===== src/rtl/evf_tx_pkg.sv =====
`default_nettype none
// ============================================================================
// Module      : evf_tx_pkg
// Description : Shared constants and types for the EVF TX framer.
//               K-character codes, the null event code and the state type
//               of the optional data-buffer packet FSM (EVF_TX_DATABUF_EN).
// Revision    : 1.0 - initial release
// ============================================================================
package evf_tx_pkg;

  localparam logic [7:0] K28_5   = 8'hBC;  // comma
  localparam logic [7:0] K28_0   = 8'h1C;  // packet start
  localparam logic [7:0] K28_1   = 8'h3C;  // packet end
  localparam logic [7:0] EV_NULL = 8'h00;

  typedef enum logic [2:0] {
    DB_IDLE    = 3'd0,
    DB_START   = 3'd1,
    DB_DATA    = 3'd2,
    DB_CSUM_HI = 3'd3,
    DB_CSUM_LO = 3'd4,
    DB_END     = 3'd5
  } db_state_t;

endpackage
`default_nettype wire


===== src/rtl/evf_tx_if.sv =====
`default_nettype none
// ============================================================================
// Module      : evf_tx_if
// Description : Event handshake, distributed bus byte and MGT TX word of the
//               EVF TX framer. With EVF_TX_DATABUF_EN defined it also carries
//               the data-buffer packet signals.
//   master : event/dbus/buffer source (drives evCode, evValid, dbus, buf*)
//   slave  : framer (drives evReady, txCode, dataIsK, bufRd, bufBusy)
// Revision    : 1.0 - initial release
// ============================================================================
interface evf_tx_if
`ifdef EVF_TX_DATABUF_EN
  #(parameter int BUF_LEN_WIDTH = 11)
`endif
  ;

  logic [7:0]  evCode;
  logic        evValid;
  logic        evReady;
  logic [7:0]  dbus;
  logic [15:0] txCode;
  logic [1:0]  dataIsK;

`ifdef EVF_TX_DATABUF_EN
  logic                     bufStart;
  logic [BUF_LEN_WIDTH-1:0] bufLen;
  logic [7:0]               bufData;
  logic                     bufRd;
  logic                     bufBusy;

  modport master (
    output evCode, evValid, dbus, bufStart, bufLen, bufData,
    input  evReady, txCode, dataIsK, bufRd, bufBusy
  );
  modport slave (
    input  evCode, evValid, dbus, bufStart, bufLen, bufData,
    output evReady, txCode, dataIsK, bufRd, bufBusy
  );
`else
  modport master (
    output evCode, evValid, dbus,
    input  evReady, txCode, dataIsK
  );
  modport slave (
    input  evCode, evValid, dbus,
    output evReady, txCode, dataIsK
  );
`endif

endinterface
`default_nettype wire


===== src/rtl/evf_tx_databuf.sv =====
`default_nettype none
// ============================================================================
// Module      : evf_tx_databuf
// Description : Data-buffer packet engine for the EVF TX framer data slots.
//               Packet = K28.0, payload bytes, checksum hi, checksum lo, K28.1.
//               Checksum is 16'hFFFF minus the 16-bit wrapped payload sum.
//   clk       in  clock (txClk)
//   rst       in  synchronous clear (reset or MGT not ready; aborts packet)
//   slot      in  current cycle is a data slot of a ready link
//   start     in  start request, ignored while busy
//   len       in  payload length, sampled with start
//   data_in   in  first-word-fall-through payload byte
//   rd        out payload byte consumed this cycle
//   busy      out packet in progress
//   data_byte out byte for the data slot (0x00 when idle)
//   data_k    out data_byte is a K character
// Revision    : 1.0 - initial release
// ============================================================================
module evf_tx_databuf
  import evf_tx_pkg::*;
#(
  parameter int BUF_LEN_WIDTH = 11
) (
  input  wire logic                     clk,
  input  wire logic                     rst,
  input  wire logic                     slot,
  input  wire logic                     start,
  input  wire logic [BUF_LEN_WIDTH-1:0] len,
  input  wire logic [7:0]               data_in,
  output logic                          rd,
  output logic                          busy,
  output logic [7:0]                    data_byte,
  output logic                          data_k
);

  db_state_t                r_state;
  logic [BUF_LEN_WIDTH-1:0] r_remain;
  logic [15:0]              r_csum;

  assign busy = (r_state != DB_IDLE);

  // Slot content is decoded from the registered state; the framer registers
  // it into txCode, and rd must coincide with the byte being used.
  always_comb begin
    data_byte = EV_NULL;
    data_k    = 1'b0;
    rd        = 1'b0;
    if (slot) begin
      case (r_state)
        DB_START:   begin data_byte = K28_0; data_k = 1'b1; end
        DB_DATA:    begin data_byte = data_in; rd = 1'b1; end
        DB_CSUM_HI: data_byte = r_csum[15:8];
        DB_CSUM_LO: data_byte = r_csum[7:0];
        DB_END:     begin data_byte = K28_1; data_k = 1'b1; end
        default:    data_byte = EV_NULL;
      endcase
    end
  end

  always_ff @(posedge clk) begin
    if (rst) begin
      r_state  <= DB_IDLE;
      r_remain <= '0;
      r_csum   <= 16'hFFFF;
    end else begin
      case (r_state)
        DB_IDLE: if (start) begin
          r_state  <= DB_START;
          r_remain <= len;
          r_csum   <= 16'hFFFF;
        end
        DB_START: if (slot) begin
          r_state <= (r_remain == '0) ? DB_CSUM_HI : DB_DATA;
        end
        DB_DATA: if (slot) begin
          r_csum   <= r_csum - {8'h00, data_in};
          r_remain <= r_remain - 1'b1;
          if (r_remain == BUF_LEN_WIDTH'(1)) r_state <= DB_CSUM_HI;
        end
        DB_CSUM_HI: if (slot) r_state <= DB_CSUM_LO;
        DB_CSUM_LO: if (slot) r_state <= DB_END;
        DB_END:     if (slot) r_state <= DB_IDLE;
        default:    r_state <= DB_IDLE;
      endcase
    end
  end

endmodule
`default_nettype wire


===== src/rtl/evf_tx_framer.sv =====
`default_nettype none
// ============================================================================
// Module      : evf_tx_framer
// Description : EVF MGT TX framer. Each txClk cycle builds a registered
//               16-bit word: upper byte = heartbeat / accepted event / null,
//               lower byte = dbus, data slot or K28.5 comma (last frame slot).
//               Optional data-buffer packets in data slots: EVF_TX_DATABUF_EN.
//   txClk    in  MGT TX user clock
//   txReset  in  synchronous active-high reset
//   mgtReady in  MGT wrapper ready
//   bus      slave modport of evf_tx_if (events, dbus, txCode, dataIsK, buf*)
// Revision    : 1.0 - initial release
// ============================================================================
module evf_tx_framer
  import evf_tx_pkg::*;
#(
  parameter int         COMMA_PERIOD = 4,
  parameter int         HB_INTERVAL  = 124916000,
  parameter logic [7:0] HB_CODE      = 8'h7A
`ifdef EVF_TX_DATABUF_EN
  ,
  parameter int         BUF_LEN_WIDTH = 11
`endif
) (
  input  wire logic txClk,
  input  wire logic txReset,
  input  wire logic mgtReady,
  evf_tx_if.slave   bus
);

  localparam int              FC_W    = $clog2(COMMA_PERIOD);
  localparam int              HB_W    = $clog2(HB_INTERVAL);
  localparam logic [FC_W-1:0] FC_LAST = FC_W'(COMMA_PERIOD - 1);
  localparam logic [HB_W-1:0] HB_LAST = HB_W'(HB_INTERVAL - 1);

  logic [FC_W-1:0] r_fc;
  logic [HB_W-1:0] r_hb_cnt;
  logic [15:0]     r_tx_code;
  logic [1:0]      r_data_is_k;

  logic       w_ready;
  logic       w_hb_due;
  logic       w_ev_take;
  logic       w_comma_slot;
  logic       w_data_slot;
  logic [7:0] w_db_byte;
  logic       w_db_k;
  logic [7:0] w_hi;
  logic [7:0] w_lo;
  logic       w_k_lo;

  assign w_ready      = mgtReady & ~txReset;
  assign w_hb_due     = (r_hb_cnt == HB_LAST);
  assign bus.evReady  = w_ready & ~w_hb_due;
  assign w_ev_take    = bus.evValid & bus.evReady;
  assign w_comma_slot = (r_fc == FC_LAST);
  // COMMA_PERIOD is even, so the comma slot is odd; remaining odd slots carry data.
  assign w_data_slot  = r_fc[0] & ~w_comma_slot;

`ifdef EVF_TX_DATABUF_EN
  evf_tx_databuf #(
    .BUF_LEN_WIDTH (BUF_LEN_WIDTH)
  ) u_databuf (
    .clk       (txClk),
    .rst       (~w_ready),
    .slot      (w_ready & w_data_slot),
    .start     (bus.bufStart),
    .len       (bus.bufLen),
    .data_in   (bus.bufData),
    .rd        (bus.bufRd),
    .busy      (bus.bufBusy),
    .data_byte (w_db_byte),
    .data_k    (w_db_k)
  );
`else
  assign w_db_byte = EV_NULL;
  assign w_db_k    = 1'b0;
`endif

  always_comb begin
    w_lo   = EV_NULL;
    w_k_lo = 1'b0;
    if (w_comma_slot) begin
      w_lo   = K28_5;
      w_k_lo = 1'b1;
    end else if (w_data_slot) begin
      w_lo   = w_db_byte;
      w_k_lo = w_db_k;
    end else begin
      w_lo   = bus.dbus;
    end
    // A heartbeat wins the slot; evReady is low then, so the user event waits.
    w_hi = w_hb_due ? HB_CODE : (w_ev_take ? bus.evCode : EV_NULL);
  end

  always_ff @(posedge txClk) begin
    if (!w_ready) begin
      r_fc        <= '0;
      r_hb_cnt    <= '0;
      r_tx_code   <= {EV_NULL, K28_5};
      r_data_is_k <= 2'b01;
    end else begin
      r_fc        <= w_comma_slot ? '0 : r_fc + 1'b1;
      r_hb_cnt    <= w_hb_due ? '0 : r_hb_cnt + 1'b1;
      r_tx_code   <= {w_hi, w_lo};
      r_data_is_k <= {1'b0, w_k_lo};
    end
  end

  assign bus.txCode  = r_tx_code;
  assign bus.dataIsK = r_data_is_k;

endmodule
`default_nettype wire


===== src/flat_wrapper.sv =====
// flat-port wrapper written by rule: the top's interface ports become plain ports
module evf_tx_framer_flat import evf_tx_pkg::*;
#(
  parameter int         COMMA_PERIOD = 4,
  parameter int         HB_INTERVAL  = 124916000,
  parameter logic [7:0] HB_CODE      = 8'h7A

)
  (txClk, txReset, mgtReady, bus_evCode, bus_evValid, bus_dbus, bus_evReady, bus_txCode, bus_dataIsK);
  evf_tx_if bus_i ();
  input  wire logic txClk;
  input  wire logic txReset;
  input  wire logic mgtReady;
  input wire logic [$bits(bus_i.evCode)-1:0] bus_evCode;
  input wire logic [$bits(bus_i.evValid)-1:0] bus_evValid;
  input wire logic [$bits(bus_i.dbus)-1:0] bus_dbus;
  output wire logic [$bits(bus_i.evReady)-1:0] bus_evReady;
  output wire logic [$bits(bus_i.txCode)-1:0] bus_txCode;
  output wire logic [$bits(bus_i.dataIsK)-1:0] bus_dataIsK;
  assign bus_i.evCode = bus_evCode;
  assign bus_i.evValid = bus_evValid;
  assign bus_i.dbus = bus_dbus;
  assign bus_evReady = bus_i.evReady;
  assign bus_txCode = bus_i.txCode;
  assign bus_dataIsK = bus_i.dataIsK;
  evf_tx_framer #(.COMMA_PERIOD(COMMA_PERIOD), .HB_INTERVAL(HB_INTERVAL), .HB_CODE(HB_CODE)) u_core (.txClk(txClk), .txReset(txReset), .mgtReady(mgtReady), .bus(bus_i));
endmodule

===== config.mk =====
export PLATFORM = sky130hd
export DESIGN_NAME = evf_tx_framer_flat
export DESIGN_NICKNAME = d
export VERILOG_FILES = /design/src/rtl/evf_tx_pkg.sv /design/src/rtl/evf_tx_if.sv /design/src/rtl/evf_tx_databuf.sv /design/src/rtl/evf_tx_framer.sv /design/src/flat_wrapper.sv
export SDC_FILE = /design/constraint.sdc
export NUM_CORES = 1
export LEC_CHECK = 0
export CORE_MARGIN = 2
export CORE_UTILIZATION = 30
export CTS_CLUSTER_SIZE = 16
export DETAILED_ROUTE_END_ITERATION = 8
export PLACE_DENSITY_LB_ADDON = 0.15
export SKIP_CTS_REPAIR_TIMING = 1
export SLEW_MARGIN = 10
export SYNTH_ARGS = -nofsm -noshare
export SYNTH_HDL_FRONTEND = slang
export SYNTH_HIERARCHICAL = 1
export SYNTH_SLANG_ARGS = --single-unit

===== constraint.sdc =====
create_clock -name txClk -period 3.1 [get_ports txClk]
set_input_delay 0.62 -clock txClk [delete_from_list [all_inputs] [get_ports txClk]]
set_output_delay 0.62 -clock txClk [all_outputs]
set_load 0.1 [all_outputs]

### Yosys cells after proc, flatten, opt, wreduce, memory -nomap -nowiden

Index checks and enable logic that the tools add are counted.

| storage, ports and cells | value |
|---|---|
| flip-flop bits (word level) | 47 |
| output and inout port bits | 19 |

| operators by class | value |
|---|---|
| multiplexer cells | 4 |
| add/sub/neg operators | 2 |
| equal/unequal tests | 2 |
| reductions and logical operators | 4 |
| bitwise gates (word level) | 9 |

Operators by type and width:

| kind | count |
|---|---|
| $add 27x1->27 const B | 1 |
| $eq 27x27->1 const B | 1 |
| $mux 7 | 2 |
| $mux 8 | 1 |
| $reduce_or 3->1 | 2 |
| $not 1->1 | 5 |
| $and 1x1->1 | 4 |
| $reduce_or 2->1 | 2 |
| $add 2x1->2 const B | 1 |
| $eq 2x2->1 const B | 1 |
| $mux 1 | 1 |

### Longest topological paths before layout

Gate-level depths: netlist (run 1).

| logic depth | value |
|---|---|
| depth in word-level cells | 6 |
| mapped depth | 6 |
| mapped depth without buffers | 5 |

### Worst setup path after synthesis (run 1)

OpenSTA, ideal clock, no wires.

| timing path | value |
|---|---|
| path type | input to output |
| start | input txReset |
| end | output bus_evReady |
| required time | 2480 ps |
| path buffers | 1 |
| slack | 644 ps |
| stages | 4 |
| arrival time | 1836 ps |
| cells stage by stage | nand2b_1 a31o_2 buf_4 inv_1 |

| between the ends | value |
|---|---|
| word-level cells in the longest chain between the ends | 3 |

Ends and longest elaborated chain:

| item | line | RTL |
|---|---|---|
| start, declared | flat_wrapper.sv:12 | `input wire logic txReset;` |
| $not 1->1 | evf_tx_framer.sv:52 | `assign w_ready = mgtReady & ~txReset;` |
| $and 1x1->1 | evf_tx_framer.sv:52 |  |
| $and 1x1->1 | evf_tx_framer.sv:54 | `assign bus.evReady = w_ready & ~w_hb_due;` |
| end, declared | flat_wrapper.sv:17 | `output wire logic [$bits(bus_i.evReady)-1:0] bus_evReady;` |

Every way passes these cells.

### Final worst setup path (run 1)

| timing path | value |
|---|---|
| start | register u_core.r_hb_cnt[0] |
| end | output bus_evReady |

| between the ends | value |
|---|---|
| word-level cells in the longest chain between the ends | 3 |

Ends and longest elaborated chain:

| item | line | RTL |
|---|---|---|
| start, declared | evf_tx_framer.sv:37 | `logic [HB_W-1:0] r_hb_cnt;` |
| start signal, assigned | evf_tx_framer.sv:104 | `r_hb_cnt <= w_hb_due ? '0 : r_hb_cnt + 1'b1;` |
| $eq 27x27->1 | evf_tx_framer.sv:53 | `assign w_hb_due = (r_hb_cnt == HB_LAST);` |
| $not 1->1 | evf_tx_framer.sv:54 |  |
| $and 1x1->1 | evf_tx_framer.sv:54 |  |

Every way passes these cells.

==> results.md, run 1 <==
* Critical Path RT at 2.48 ns
* Pin count of the biggest net entering global routing at 31
* Leak at 0.0008975 uW
* First-pass DRT Iterations at 4
* GR Util All Layers at 12.14%
* Total CTS buffers at 5
* Clk_skew at 0.007578 ns
* Antenna cells at 0
* Clock sinks at 46
* CP Class: reg -> out
* Post-synth ARST share at 0%
* Register-to-Register Path Depth at 6
* PnR Total Power at 1102 uW
* Syn Inst Count at 210
* DR vias/cell at 4.842
* Post-layout min period at 2.629 ns
* Wirelength, routed at 4.022 mm
* Worst-Skew Late Latency at 0.30 ns
* IO Count at 39
* Top post-synthesis cells by area: dfxtp_1 (47%), a21oi_1 (4.4%), nor2_1 (4.1%)
* Peak supply drop at 0.2906 mV
* Startpoint Class: flop
* Unrepaired setup endpoints after global routing: false
* Total grt overflow at 0
* FILL cells at 672
* Max FO, Critical Path at 4
* Area Growth Syn to Fin at 23.34%
* Max-cap violations at 0
* WHS Path Cells at 1
* Hold crit path type: reg -> reg
* CP endpoint kind: output port
* CTS tree: done
* Initial Utilization at 30.74%
* Avg Cell Area, Syn at 9.241 um2
* Number of global-route vias before repair at 1499
* FMAX at 380.4 MHz
* Share of the synthesized area in the top cell type at 47.45%
* Top_reg_cell synth: dfxtp_1
* Die height at 84.43 um
* Unique cell type count in the Yosys netlist at 39
* I/O Buffers at 37
* Num rows at 29
* Core Area at 6314 um2
* Power Density at 460.2 nW/um2
* Sum Neg Setup Slack at 0 ns
* Initial antenna violation count at 0
* CTS Buffer Depth at 2
* Critical Path AT at 2.01 ns
* Die Wd at 84.43 um
* Root Buffer: clkbuf_8
* Most numerous cell in the Yosys netlist: dfxtp_1
* Slowest-stage cell, CP: nor4_1
* Top cells by count, synth: dfxtp_1 (46), nor2_1 (21), a21oi_1 (17), nand2_1 (17), inv_1 (11)
* Number of synthesized register bits at 46
* Final setup fails at 0
* Share of cells above drive strength 1 at 16.67%
* Post-synth top area cell: dfxtp_1
* Nets@finish at 268
* Cell family with most CP delay: simple AND/OR/NAND/NOR gates
* Fin. max-slew vios at 0
* DP HPWL at 2.786 mm
* DRC violations left at 0
* Hold Fails Final Rpt at 0
* First-pass GRT wire length at 7.038 mm
* WL/cell at 12.45 um
* Syn nets at 233
* Via count at 1564
* CP bufs+invs at 2
* DIE AREA at 7128 um2
* Cell depth of the worst setup path at 6
* Post-synth EDFFs at 0
* Status: completed
* DRT iter0 DRCs at 86
* Remaining antenna violation count after routing at 0
* Reg clk slew, reported paths at 0.08 ns
* H-tree depth at 2
* Part of the cycle the worst path needs at 84.80%
* CP cell instances: ha_1, nand4_1, nor4_1, a31o_2, inv_1, buf_12
* Gpl congestion at 0.7130
* Seq/Total Area, Yosys at 47.45%
* Synthesis Warnings at 6
* Crit-path max cell delay at 0.48 ns
* Synthesized area at 1941 um2
[power breakdown]
group	switching, uW	total, uW	internal [uW]
combinational	96.6	138	41.6
sequential	3.67	605	601
clock	199	358	159
[placed cells by master (no fill, tap or decap), drive strengths merged]
master	count
nand3	7
or4	7
xor2	9
a31o	2
o31ai	7
nand2b	1
or3	5
a21oi	18
nand2	18
buf	19
nor4	2
clkbuf	6
clkdlybuf4s50	19
nand4	10
and4	4
or3b	1
and3	5
or4b	1
o21ai	10
inv	11
ha	3
clkinv	2
xnor2	3
and2	2
nor2	21
nor3b	4
conb	1
dfxtp	46
and4b	1
nand4b	1
[worst paths after layout]
check | startpoint | to | slack (ns)
max | u_core/r_hb_cnt[0] | bus_evReady | 0.47
min | u_core/r_hb_cnt[0] | u_core/r_hb_cnt[0] | 0.44
max reg2reg | u_core/r_hb_cnt[0] | u_core/r_hb_cnt[3] | 1.10
min reg2reg | u_core/r_hb_cnt[0] | u_core/r_hb_cnt[0] | 0.44
[through the flow]
stage	util, %	hold WS [ns]	cells	instance area (um2)	setup slack [ns]
finish	37.91	0.4411	323	2394	0.4712
CTS	37.91	0.4465	323	2394	0.4345
global placement	36.54	0.4239	315	2307	0.6654
detailed placement	36.54	0.4331	315	2307	0.6666
floorplan	-	0.4129	210	1941	0.6444
global route	37.91	0.4570	323	2394	0.3027
[flip-flops by register name, summed over array words and instances, names as in the netlist]
signal / flops
u_core/bus.dataIsK: 1
u_core/bus.txCode: 16
u_core/r_fc: 2
u_core/r_hb_cnt: 27
[routing by layer]
metal  global-route usage [%]  share of wire [%]  vias up
li1                         -                  -      807
met1                    15.80                 50      728
met2                    18.90                 45       24
met3                    3.540                3.8        5
met4                    5.051                1.4        0
met5                        0                  0        -
[kinds of logic after synthesis]
group / Yosys count / share of synthesized area (%)
xor gates and xnor gates: 12 / 5.416
AOI/OAI and AO/OA: 37 / 11.03
DFF: 46 / 47.45
and+or+nand+nor: 90 / 27.98
buffers and inverters: 21 / 5.996
adders and majority gates: 3 / 1.934
other: 1 / 0.1932
[layout make-up]
class	instances	area, um2	share of cell area, %
Sequential cell	46	920.9	38.47
Multi-Input combinational cell	143	903.4	37.74
Timing Repair Buffer	38	345.3	14.43
Tap cell	77	96.34	4.025
Clock buffer	6	72.57	3.032
Inverter	11	41.29	1.725
Clock inverter	2	13.76	0.5750
Note: power is estimated with default switching activity, not from simulation.
==> run 2, diff against run 1 <==
clock period = 2.7 ns   (was 3.1 ns; I/O delays follow)
==> run 2 against run 1 <==
Compared with the run above: clock power up 10%; register-to-register slack worse by 0.34 ns; critical path type unchanged; largest cell class unchanged; sequential power up 15%; via count up 0.38%; combinational power up 15%; critical endpoint unchanged; sequential cell count unchanged; count of clock-buffer cells in the layout down 1; hold slack better by 0.0036 ns; first-iteration DRC count down 31%; sequential share of layout area about the same.
==> results.md, run 2 (same netlist as run 1, synthesis figures left out) <==
* Status: completed
* Via count at 1570 (+0.38%)
* IO Count at 39 (unchanged)
* GR Util All Layers at 12.14% (about the same)
* FILL cells at 672 (unchanged)
* CTS tree: done
* Commonest cells after routing, fill and taps aside: dfxtp_1 (46), nor2_1 (21), clkdlybuf4s50_1 (19), buf_4 (18)
* DRT iter0 DRCs at 59 (-31%)
* FMAX at 406.3 MHz
* Slowest-stage cell, CP: nor4_2
* Fin. max-slew vios at 0 (unchanged)
* Power Density at 521.6 nW/um2 (+13%)
* Area Growth Syn to Fin at 23.28% (about the same)
* Share of cells above drive strength 1 at 17.14% (+0.48 points)
* Num rows at 29 (unchanged)
* PnR Total Power at 1248 uW (+13%)
* Peak supply drop at 0.3227 mV (+11%)
* CP cell instances: ha_1, nand4_1, nor4_2, a31o_2, inv_1, buf_12
* DP HPWL at 2.817 mm (+1.1%)
* Area occupied by multi-input gates at 909.6 um2 (+0.69%)
* Critical Path RT at 2.16 ns (-0.32 ns)
* Unrepaired setup endpoints after global routing: false
* Max FFs per register at 27 (unchanged)
* Part of the cycle the worst path needs at 91.16%
* I/O Buffers at 37 (unchanged)
* DR vias/cell at 4.876 (+0.70%)
* Remaining antenna violation count after routing at 0 (unchanged)
* Wirelength, routed at 4.002 mm (-0.50%)
* WL/cell at 12.43 um (-0.19%)
* Worst-Skew Late Latency at 0.29 ns (about the same)
* Leak at 0.0008961 uW (-0.15%)
* CP endpoint kind: output port
* CP Class: reg -> out
* Total grt overflow at 0 (unchanged)
* Antenna cells at 0 (unchanged)
* Root Buffer: clkbuf_8
* Pin count of the biggest net entering global routing at 31 (unchanged)
* CTS Buffer Depth at 2 (unchanged)
* H-tree depth at 2 (unchanged)
* Hold crit path type: reg -> reg
* Nets@finish at 268 (unchanged)
* Startpoint Class: flop
* Clock sinks at 46 (unchanged)
* Die height at 84.43 um (unchanged)
* First-pass DRT Iterations at 4 (unchanged)
* Total CTS buffers at 5 (unchanged)
* Max-cap violations at 0 (unchanged)
* DIE AREA at 7128 um2 (unchanged)
* Final setup fails at 0 (unchanged)
* Reg clk slew, reported paths at 0.08 ns (about the same)
* Gpl congestion at 0.7075 (-0.77%)
* Hold Fails Final Rpt at 0 (unchanged)
* Critical Path AT at 1.92 ns (-0.09 ns)
* Initial antenna violation count at 0 (unchanged)
* Max FO, Critical Path at 4 (unchanged)
* Core Area at 6314 um2 (unchanged)
* Reg area at 920.9 um2 (unchanged)
* Most common cell after layout, fill and taps aside: dfxtp_1
* Number of global-route vias before repair at 1582 (+5.5%)
* Clk_skew at 0.004753 ns (-0.002825 ns)
* Post-layout min period at 2.461 ns
* Largest register by flop count: u_core/r_hb_cnt
* DRC violations left at 0 (unchanged)
* Die Wd at 84.43 um (unchanged)
* First-pass GRT wire length at 7.010 mm (-0.40%)
* Crit-path max cell delay at 0.41 ns (-0.07 ns)
* Initial Utilization at 30.74% (unchanged)
* Sum Neg Setup Slack at 0 ns (unchanged)
-- run 2: changes by cell type in the layout (fill, tap and decap cells not counted) --
cell      before  now
nor4_2         0    1
clkbuf_1       1    0
clkinv_4       1    0
nor4_1         2    1
clkinv_2       1    2
-- run 2: final cells by class --
type | instances | share of cell area (%)
flip-flops and latches | 46 | 38.49
multi-input cells | 143 | 38.02
repair buffers | 38 | 14.44
well taps | 77 | 4.027
clock buffers | 5 | 2.877
inverters | 11 | 1.726
clock inverters | 2 | 0.4184
-- run 2: path summary, 6_finish.rpt --
path / from / to / slack, ns / cells past startpoint
hold reg to reg: u_core/r_hb_cnt[0] / u_core/r_hb_cnt[0] / 0.44 / 1
setup reg to reg: u_core/r_hb_cnt[0] / u_core/r_hb_cnt[22] / 0.76 / 5
setup / recovery: u_core/r_hb_cnt[0] / bus_evReady / 0.24 / 6
hold / removal: u_core/r_hb_cnt[0] / u_core/r_hb_cnt[0] / 0.44 / 1
-- run 2: where the power goes --
group | switching, uW | internal (uW)
Clock | 220 | 174
Sequential | 4.28 | 690
Combinational | 111 | 47.8
-- run 2: stage by stage --
step                cell area [um2]  util, %  instances  hold slack, ns  worst slack, ns
finish                         2392    37.89        322          0.4447           0.2387
global route                   2392    37.89        322          0.4714          0.08131
CTS                            2386    37.79        322          0.4457          0.08944
detailed placement             2307    36.54        315          0.4332           0.4004
global placement               2307    36.54        315          0.4230           0.4229
floorplan                      1941        -        210          0.4129           0.3976
-- run 2: critical path: cells and delay by family (launching register included) --
family / cells / cell delay [ns]
simple gates: 2 / 0.58
flops: 1 / 0.35
compound gates: 1 / 0.24
fa+ha+maj: 1 / 0.23
buf+inv: 2 / 0.23
-- run 2: metal layers --
layer  track usage, %  share of wire [%]  up-vias
met2            19.77                 44       18
li1                 -                  -      808
met4            5.339                1.6        0
met1            15.31                 51      740
met5                0                  0        -
met3            2.950                3.2        4
